--- src/rtl/bgm_pkg.sv ---
// Shared definitions for the background-music sequencer: game-state codes,
// note divider words, track identifiers and track lengths.
package bgm_pkg;

  localparam int DIV_W = 22;

  localparam logic [3:0] ST_TITLE    = 4'd0;
  localparam logic [3:0] ST_STAGE_LO = 4'd1;
  localparam logic [3:0] ST_STAGE_HI = 4'd4;
  localparam logic [3:0] ST_WIN      = 4'd5;
  localparam logic [3:0] ST_LOSE     = 4'd6;

  // Divider words are CLK_HZ / note frequency for a 100 MHz system clock.
  localparam logic [DIV_W-1:0] NOTE_C4 = 22'd382219;
  localparam logic [DIV_W-1:0] NOTE_E4 = 22'd303370;
  localparam logic [DIV_W-1:0] NOTE_G4 = 22'd255102;
  localparam logic [DIV_W-1:0] NOTE_C5 = 22'd191113;
  localparam logic [DIV_W-1:0] REST    = 22'd0;

  typedef enum logic [2:0] {
    TRK_T,
    TRK_S,
    TRK_W,
    TRK_L,
    TRK_NONE
  } track_t;

  localparam int LOOP_LEN   = 64;
  localparam int JINGLE_LEN = 16;

  // Maps a game-state code onto the track that should be playing.
  function automatic track_t track_of(input logic [3:0] st);
    track_t trk;
    if (st == ST_TITLE)
      trk = TRK_T;
    else if (st >= ST_STAGE_LO && st <= ST_STAGE_HI)
      trk = TRK_S;
    else if (st == ST_WIN)
      trk = TRK_W;
    else if (st == ST_LOSE)
      trk = TRK_L;
    else
      trk = TRK_NONE;
    return trk;
  endfunction

  // Jingles play once and then fall silent; the main tracks loop forever.
  function automatic logic is_one_shot(input track_t trk);
    return (trk == TRK_W) || (trk == TRK_L);
  endfunction

endpackage

--- src/rtl/bgm_rom.sv ---
// Melody ROM: maps (track, note index) to left melody and right harmony
// divider words. Purely combinational; the sequencer registers the result.
module bgm_rom
  import bgm_pkg::*;
(
  input  track_t           track,
  input  logic [5:0]       idx,
  output logic [DIV_W-1:0] div_left,
  output logic [DIV_W-1:0] div_right
);

  logic [DIV_W-1:0] root;

  // Looping tracks reuse a 16-step melody and hang a per-phrase harmony root
  // under it; the jingles are spelled out note by note.
  always_comb begin
    div_left  = REST;
    div_right = REST;
    root      = REST;
    case (track)
      TRK_T: begin
        case (idx[3:0])
          4'd0:  div_left = NOTE_C4;
          4'd1:  div_left = NOTE_E4;
          4'd2:  div_left = NOTE_G4;
          4'd3:  div_left = NOTE_C5;
          4'd4:  div_left = NOTE_G4;
          4'd5:  div_left = NOTE_E4;
          4'd6:  div_left = NOTE_C4;
          4'd7:  div_left = REST;
          4'd8:  div_left = NOTE_E4;
          4'd9:  div_left = NOTE_G4;
          4'd10: div_left = NOTE_C5;
          4'd11: div_left = NOTE_G4;
          4'd12: div_left = NOTE_E4;
          4'd13: div_left = NOTE_C4;
          4'd14: div_left = NOTE_C4;
          default: div_left = REST;
        endcase
        case (idx[5:4])
          2'd0:    root = NOTE_C4;
          2'd1:    root = NOTE_E4;
          2'd2:    root = NOTE_G4;
          default: root = NOTE_E4;
        endcase
        div_right = (idx[2:0] == 3'd3) ? REST : root;
      end
      TRK_S: begin
        case (idx[3:0])
          4'd0:  div_left = NOTE_G4;
          4'd1:  div_left = NOTE_C5;
          4'd2:  div_left = NOTE_G4;
          4'd3:  div_left = NOTE_E4;
          4'd4:  div_left = NOTE_G4;
          4'd5:  div_left = NOTE_C5;
          4'd6:  div_left = NOTE_G4;
          4'd7:  div_left = REST;
          4'd8:  div_left = NOTE_E4;
          4'd9:  div_left = NOTE_G4;
          4'd10: div_left = NOTE_E4;
          4'd11: div_left = NOTE_C4;
          4'd12: div_left = REST;
          4'd13: div_left = NOTE_C4;
          4'd14: div_left = NOTE_E4;
          default: div_left = NOTE_C4;
        endcase
        root      = idx[4] ? NOTE_G4 : NOTE_C4;
        div_right = (idx[2:0] == 3'd5) ? REST : root;
      end
      TRK_W: begin
        case (idx[3:0])
          4'd0:  {div_left, div_right} = {NOTE_C4, NOTE_C4};
          4'd1:  {div_left, div_right} = {NOTE_E4, NOTE_C4};
          4'd2:  {div_left, div_right} = {NOTE_G4, NOTE_E4};
          4'd3:  {div_left, div_right} = {NOTE_C5, NOTE_E4};
          4'd4:  {div_left, div_right} = {NOTE_C4, NOTE_G4};
          4'd5:  {div_left, div_right} = {NOTE_E4, NOTE_G4};
          4'd6:  {div_left, div_right} = {NOTE_G4, NOTE_C5};
          4'd7:  {div_left, div_right} = {NOTE_C5, NOTE_C5};
          4'd8:  {div_left, div_right} = {NOTE_C5, REST};
          4'd9:  {div_left, div_right} = {REST, REST};
          4'd10: {div_left, div_right} = {NOTE_C5, NOTE_G4};
          4'd11: {div_left, div_right} = {REST, REST};
          4'd12: {div_left, div_right} = {NOTE_C5, NOTE_G4};
          default: {div_left, div_right} = {REST, REST};
        endcase
      end
      TRK_L: begin
        case (idx[3:0])
          4'd0:  {div_left, div_right} = {NOTE_C5, NOTE_E4};
          4'd1:  {div_left, div_right} = {NOTE_G4, NOTE_C4};
          4'd2:  {div_left, div_right} = {NOTE_E4, REST};
          4'd3:  {div_left, div_right} = {NOTE_C4, REST};
          4'd4:  {div_left, div_right} = {REST, NOTE_E4};
          4'd5:  {div_left, div_right} = {NOTE_C5, NOTE_C4};
          4'd6:  {div_left, div_right} = {NOTE_G4, REST};
          4'd7:  {div_left, div_right} = {NOTE_E4, REST};
          4'd8:  {div_left, div_right} = {NOTE_C4, NOTE_C4};
          4'd9:  {div_left, div_right} = {REST, REST};
          4'd10: {div_left, div_right} = {NOTE_E4, NOTE_C4};
          4'd11: {div_left, div_right} = {NOTE_C4, REST};
          4'd12: {div_left, div_right} = {NOTE_C4, NOTE_C4};
          4'd13: {div_left, div_right} = {REST, REST};
          4'd14: {div_left, div_right} = {NOTE_C4, REST};
          default: {div_left, div_right} = {REST, REST};
        endcase
      end
      default: begin
        div_left  = REST;
        div_right = REST;
      end
    endcase
  end

endmodule

--- src/rtl/bgm_sequencer.sv ---
// Background-music sequencer: follows the game state, steps through the
// selected track at a fixed beat rate and presents registered divider words
// for the tone generator, with a short articulation rest at each beat end.
module bgm_sequencer
  import bgm_pkg::*;
#(
  parameter int CLK_HZ  = 100_000_000,
  parameter int BEAT_HZ = 8,
  parameter int GAP_CYC = 1_250_000
) (
  input  logic             clk,
  input  logic             rst,
  input  logic [3:0]       state,
  output logic [DIV_W-1:0] note_div_left,
  output logic [DIV_W-1:0] note_div_right,
  output logic             beat_tick,
  output logic [5:0]       note_idx,
  output logic             done
);

  localparam int BEAT_DIV = CLK_HZ / BEAT_HZ - 1;
  localparam int PRE_W    = (BEAT_DIV > 0) ? $clog2(BEAT_DIV + 1) : 1;
  localparam logic [PRE_W-1:0] PRE_MAX = PRE_W'(BEAT_DIV);

  // A gap longer than the beat simply silences the whole beat.
  localparam bit GAP_EN      = (GAP_CYC > 0);
  localparam int GAP_START_I = (GAP_CYC >= BEAT_DIV + 1) ? 0 : BEAT_DIV + 1 - GAP_CYC;
  localparam logic [PRE_W-1:0] GAP_START = PRE_W'(GAP_START_I);

  localparam logic [5:0] LOOP_LAST   = 6'(LOOP_LEN - 1);
  localparam logic [5:0] JINGLE_LAST = 6'(JINGLE_LEN - 1);

  logic [PRE_W-1:0] pre, pre_d;
  logic [3:0]       state_q, state_q_d;
  logic [5:0]       idx_d;
  logic             done_d;
  logic             tick_d;
  logic             silence;
  track_t           track;
  logic [DIV_W-1:0] rom_left, rom_right;
  logic [DIV_W-1:0] left_d, right_d;

  assign track = track_of(state_q);

  bgm_rom u_rom (
    .track     (track),
    .idx       (note_idx),
    .div_left  (rom_left),
    .div_right (rom_right)
  );

  // Next-state for the beat prescaler and melody position; a state change
  // wins over a coincident beat and restarts the new track from note 0.
  always_comb begin
    pre_d     = pre;
    idx_d     = note_idx;
    done_d    = done;
    state_q_d = state_q;
    tick_d    = 1'b0;
    if (state != state_q) begin
      pre_d     = '0;
      idx_d     = '0;
      done_d    = 1'b0;
      state_q_d = state;
    end else if (pre == PRE_MAX) begin
      pre_d  = '0;
      tick_d = 1'b1;
      if (track == TRK_NONE) begin
        idx_d = '0;
      end else if (is_one_shot(track)) begin
        if (note_idx == JINGLE_LAST)
          done_d = 1'b1;
        else
          idx_d = note_idx + 6'd1;
      end else begin
        idx_d = (note_idx == LOOP_LAST) ? 6'd0 : note_idx + 6'd1;
      end
    end else begin
      pre_d = pre + PRE_W'(1);
    end
  end

  // Dividers are muted for silent states, finished jingles and the
  // articulation gap; otherwise they follow the ROM.
  always_comb begin
    silence = (track == TRK_NONE) || done || (GAP_EN && (pre >= GAP_START));
    left_d  = silence ? REST : rom_left;
    right_d = silence ? REST : rom_right;
  end

  // All sequencer state and the registered outputs, cleared asynchronously.
  always_ff @(posedge clk or posedge rst) begin
    if (rst) begin
      pre            <= '0;
      note_idx       <= '0;
      state_q        <= ST_TITLE;
      done           <= 1'b0;
      beat_tick      <= 1'b0;
      note_div_left  <= REST;
      note_div_right <= REST;
    end else begin
      pre            <= pre_d;
      note_idx       <= idx_d;
      state_q        <= state_q_d;
      done           <= done_d;
      beat_tick      <= tick_d;
      note_div_left  <= left_d;
      note_div_right <= right_d;
    end
  end

endmodule
--- config.mk ---
export PLATFORM = sky130hd
export DESIGN_NAME = bgm_sequencer
export DESIGN_NICKNAME = d
export VERILOG_FILES = /design/src/rtl/bgm_pkg.sv /design/src/rtl/bgm_rom.sv /design/src/rtl/bgm_sequencer.sv
export SDC_FILE = /design/constraint.sdc
export NUM_CORES = 1
export LEC_CHECK = 0
export ABC_AREA = 1
export BUFFER_PORTS_ARGS = -buffer_cell sky130_fd_sc_hd__buf_2
export CORE_MARGIN = 2
export CORE_UTILIZATION = 61
export DETAILED_ROUTE_END_ITERATION = 8
export PLACE_DENSITY = 0.82
export SLEW_MARGIN = 30
export SYNTH_ARGS = -nofsm -noshare
export SYNTH_HDL_FRONTEND = slang
export SYNTH_HIERARCHICAL = 1
export SYNTH_SLANG_ARGS = --single-unit
--- constraint.sdc ---
create_clock -name clk -period 2.78 [get_ports clk]
set_input_delay 0.556 -clock clk [delete_from_list [all_inputs] [get_ports clk]]
set_output_delay 0.556 -clock clk [all_outputs]
set_load 0.03 [all_outputs]
# Word-level counts from Yosys, hierarchy flattened
# Memories as Yosys holds them, arrays and structs flattened.
# Cells that the tools add are included.
dict set report totals {
  n_memories 4
  in_bits 6
  elab_cells 70
  ff_bits 80
  romBits 1696
  output_inout_bits 52
}
# memory words word_bits read_ports rd_ports_with_merged_regs wr line
set mem_list {}
lappend mem_list {{(name not given)} 16 38 1 0 0 bgm_rom.sv:71} ;# case (idx[3:0])
lappend mem_list {{(name not given)} 16 30 1 0 0 bgm_rom.sv:89} ;# case (idx[3:0])
lappend mem_list {{(name not given)} 16 19 1 0 0 bgm_rom.sv:22} ;# case (idx[3:0])
lappend mem_list {{(name not given)} 16 19 1 0 0 bgm_rom.sv:49} ;# case (idx[3:0])
dict set report classes {
  n_addsub 2
  muxes 27
  reduce_logical 12
  n_eq_ne 15
  order_cmp 3
}
# cell n
set op_table {}
lappend op_table {{$pmux 22 s4} 2}
lappend op_table {{$mux 22} 3}
lappend op_table {{$mux 24} 2}
lappend op_table {{$mux 19} 2}
lappend op_table {{$pmux 19 s2} 1}
lappend op_table {{$mux 6} 6}
lappend op_table {{$add 24x1->24 const B} 1}
lappend op_table {{$eq 24x24->1 const B} 1}
lappend op_table {{$ge 24x24->1 const B} 1}
lappend op_table {{$mux 3} 4}
lappend op_table {{$eq 3x2->1 const B} 3}
lappend op_table {{$eq 4x3->1 const B} 2}
lappend op_table {{$mux 1} 7}
lappend op_table {{$add 6x1->6 const B} 1}
lappend op_table {{$eq 3x3->1 const B} 2}
lappend op_table {{$eq 6x4->1 const B} 1}
lappend op_table {{$eq 6x6->1 const B} 1}
lappend op_table {{$reduce_bool 2->1} 3}
lappend op_table {{$ge 4x1->1 const B} 1}
lappend op_table {{$le 4x3->1 const B} 1}
lappend op_table {{$logic_not 4->1} 1}
lappend op_table {{$ne 4x4->1} 1}
lappend op_table {{$ne 4x4->1 const B} 1}
lappend op_table {{$reduce_and 4->1} 1}
lappend op_table {{8 further kinds} 10}

# Logic depth before layout (Yosys ltp)
dict set report depth {
  depth_word 11
  ltp_mapped 15
  ltp_nobuf 14
}

# Modules after synthesis
# Netlist, hierarchy kept.
# module instances seq_area_each_um2 cells_per_inst area_per_inst_um2
set modules_own_cells {}
lappend modules_own_cells {bgm_sequencer 1 2001.9 473 4220.3}
lappend modules_own_cells {bgm_rom 1 0.0 293 1496.4}

# Least setup slack after synthesis
# Ideal clock, no wire load.
dict set report synth_timing {
  kind {flip-flop to flip-flop}
  start {reg note_idx[0]}
  end {reg note_div_left[18]}
  setup_ps 118
  path_stages_with_launch 13
  setup_slack_ps 590
  synth_period_minus_slack_ps 2190
  arrival_time_ps 2071
  required_time_ps 2662
  path_buffers 2
  cell_sequence {dfrtp_1 buf_2 inv_1 ha_1 nand2_1 inv_1 o21ai_1 nand2_1 nand2_1 nand3_1 buf_4 inv_1 nor3_2}
}
dict set report synth_via {
  elab_chain_cells 3
  word_cells_on_any_way 6
  cone_classes {mux (2); memory (4)}
}
# item line
set synth_lines {}
lappend synth_lines {{start, declared} bgm_sequencer.sv:17} ;# output logic [5:0] note_idx,
lappend synth_lines {{start signal, assigned} bgm_sequencer.sv:103} ;# note_idx <= idx_d;
lappend synth_lines {{$mem_v2 16x30, or another cell as far along} --}
lappend synth_lines {{$pmux 22 s4 (*)} bgm_rom.sv:20} ;# case (track)
lappend synth_lines {{via rom_left[18]} bgm_sequencer.sv:40} ;# logic [DIV_W-1:0] rom_left, rom_right;
lappend synth_lines {{$mux 22 (*)} bgm_sequencer.sv:87} ;# left_d = silence ? REST : rom_left;
lappend synth_lines {{via left_d[18]} bgm_sequencer.sv:41} ;# logic [DIV_W-1:0] left_d, right_d;
lappend synth_lines {{end signal, assigned} bgm_sequencer.sv:107} ;# note_div_left <= left_d;
lappend synth_lines {{end, declared} bgm_sequencer.sv:14} ;# output logic [DIV_W-1:0] note_div_left,
# The timed path passes the listed nets; every way through them passes the cells marked *.
# A chain may end at the register's enable or synchronous reset.

# Final worst setup path
dict set report layout_timing {
  start {reg note_idx[1]}
  end {reg note_div_left[7]}
}
# Same word-level chain as after synthesis.

==> run metrics <==
clock sink count 80; layout cell share with drive strength beyond 1 22.8%; area of the multi-input gates 0.00287 mm2; clock power share 36.7%; Vias/cell 5.46; CTS tree built; Place WS 0.592 ns; Sw Ratio 29.7%; placed cell area 0.00585 mm2; Reg area 0.00200 mm2; Layout area overhead 5.80%; #FFs+latches synth 80; mean area per synthesized cell 7.46 um2; PD cells 404 mW/mm2; Slowest cell on crit path dfrtp_1; htree depth 3; I/O pin count 58; most frequent cells in the layout 155 x nand2_1, 103 x inv_1, 96 x nor2_1; setup violators final 0; CP peak stage delay 0.49 ns; Hold Slack 0.277 ns; post-DP HPWL 10000 um; period utilisation layout 82.1%; Post-CTS Setup Inserts 0; clk_skew 0.0117 ns; RSZ-0062 raised after global routing false; DRT antenna net count 0; row cnt 35; Worst EP arrival 2.57 ns; endpoint type of the worst setup path flop; crit-path max FO 7; Final Hold Fails 0; post-layout util 66.1%; Slew Viols, Final 0; Hold WC Path Type input pin to asynchronous set/reset pin; WL final 13500 um; Core Box Area 0.00915 mm2; CTS buffer count 9; starting density of the core 62.5%; GRT Util Overall 27.7%; Via Count 4994; Clk Latency, worst-skew pair 0.36 ns; CP cell instances inv_1, ha_1, inv_1, nand3_1, nand2_1, nor2_2, nand2_1, nand4_1, inv_1, nor3_2; fillcell total 793; FFs w/ async S/R, synth 100%; number of flops mapped to enable cells by yosys 0; Yosys cell types 43; Reg clk slew, reported paths 0.09 ns; cell area after layout 0.00605 mm2; worst-case clock buffer depth 2; most used cell, CP inv_1; Horiz. Die Dim 101 um; die height 101 um; critical setup path kind flop to flop; Required @ worst endpoint 3.07 ns; Sw Pwr 0.000727 W; Slew @ Worst Pin 0.698 ns; Pint 0.00172 W; crit path time final 2.28 ns; Die Area 0.0102 mm2; global-route wire length before repair 22400 um; DR DRC count 0; clock root cell clkbuf_8; total negative slack 0 ns; nets 820; number of diodes 0; final worst slack 0.498 ns; commonest non-fill, non-tap cell in the layout nand2_1; Worst slew margin 53.4%; hold-fix buffers at CTS 0; RePlAce Congestion 0.966; drt pass-1 iters 6; status finished, final reports clean; sequential share of power 49.4%; sequential-to-total area share from yosys stat 35.0%; largest net degree at the start of global routing 45; DR iter-0 viols 390; LEAKAGE 2.90 nW; CP Launch Type flop; # port buffers 57; Remaining Overflow, GRT 0; Main synth FF type dfrtp_1; wire per inst 14.8 um; maximum achievable frequency 438 MHz; Comb pwr share 13.9%; mapped cell area 0.00572 mm2; antenna violations before repair 0; Mapped Cells 766; worst vdd ir 305 uV; YS warnings 6; number of global-route vias before repair 4735; MaxCap Viol Count 0; CTS resizes 0
final timing paths:
kind / to / slack (ns) / cells after the start / startpoint
hold reg to reg: pre[0] / 0.53 / 1 / pre[0]
setup / recovery: note_div_left[7] / 0.50 / 10 / note_idx[1]
hold / removal: note_div_right[19] / 0.28 / 2 / rst
max in group asynchronous: note_div_right[4] / 1.88 / 3 / rst
setup reg to reg: note_div_left[7] / 0.50 / 10 / note_idx[1]
min in group clk: state_q[1] / 0.32 / 1 / state[1]
area by class of cell:
class	instances	share of cell area, %
Clock inverter	7	1.28
Inverter	117	7.47
Clock buffer	9	2.05
Timing Repair Buffer	65	6.33
Sequential cell	80	33.1
Multi-Input combinational cell	525	47.5
Tap cell	111	2.30
worst max-delay path: cells and delay by family, from the launching register on:
family | cells | cell delay, ns
simple gates | 6 | 0.87
flops | 1 | 0.49
buf+inv | 3 | 0.52
fa+ha+maj | 1 | 0.32
through the flow:
stage               cells  power [W]
global placement      898    0.00157
CTS                   914    0.00247
floorplan             771    0.00152
detailed placement    898    0.00157
global route          914    0.00254
finish                914    0.00245
sequential cells by signal, indices dropped and copies added, names as in the netlist:
register / count
note_div_right: 22
pre: 24
state_q: 4
note_div_left: 22
note_idx: 6
beat_tick: 1
done: 1
power by group through the flow:
stage	combinational [W]	clock (W)	sequential [W]
after CTS	0.000342	0.000922	0.00121
after global placement	0.000336	0	0.00123
after detailed placement	0.000342	0	0.00123
after floorplan	0.000222	0	0.00130
after global routing	0.000377	0.000956	0.00121
final	0.000340	0.000899	0.00121
Yosys cell counts (2+ instances only):
| library cell | count | area share (%) |
|---|---|---|
| nor2_1 | 96 | 6.3 |
| or2_1 | 4 | 0.44 |
| nand4_1 | 15 | 1.6 |
| buf_4 | 25 | 3.3 |
| dfrtp_1 | 80 | 35 |
| buf_6 | 15 | 3.0 |
| nor3_1 | 24 | 2.1 |
| nand3_4 | 2 | 0.61 |
| nand2_1 | 155 | 10 |
| nor4_1 | 2 | 0.22 |
| a21oi_1 | 21 | 1.8 |
| clkbuf_1 | 4 | 0.26 |
| nor2_4 | 5 | 0.98 |
| inv_2 | 9 | 0.59 |
| inv_1 | 104 | 6.8 |
| buf_2 | 3 | 0.26 |
| nand3_2 | 3 | 0.53 |
| o21ai_2 | 9 | 1.4 |
| nor2_2 | 6 | 0.66 |
| nand2_2 | 15 | 1.6 |
| xor2_1 | 4 | 0.61 |
| nand3_1 | 75 | 6.6 |
| nor3_2 | 42 | 7.4 |
| o21ai_1 | 3 | 0.26 |
| ha_1 | 16 | 3.5 |
| inv_4 | 2 | 0.22 |
| o21ai_0 | 11 | 0.96 |
per-layer routing:
metal | routed length (um) | part of all wire, % | GRT usage (%)
met1 | 6180 | 46 | 39.4
met2 | 6150 | 45 | 43.2
met3 | 1010 | 7.4 | 5.34
met4 | 186 | 1.4 | 7.59
met5 | 0 | 0 | 0
cell families (layout without fill, tap and decap cells):
family | after synthesis | after routing | share of synthesized area, %
simple gates | 452 | 452 | 40.9
buf+inv | 166 | 198 | 15.1
flops | 80 | 80 | 35.0
compound gates | 47 | 47 | 4.82
fa+ha+maj | 16 | 16 | 3.50
xor+xnor | 4 | 4 | 0.613
other cells | 1 | 6 | 0.0656
No activity file was read; power rests on OpenSTA's default activity.
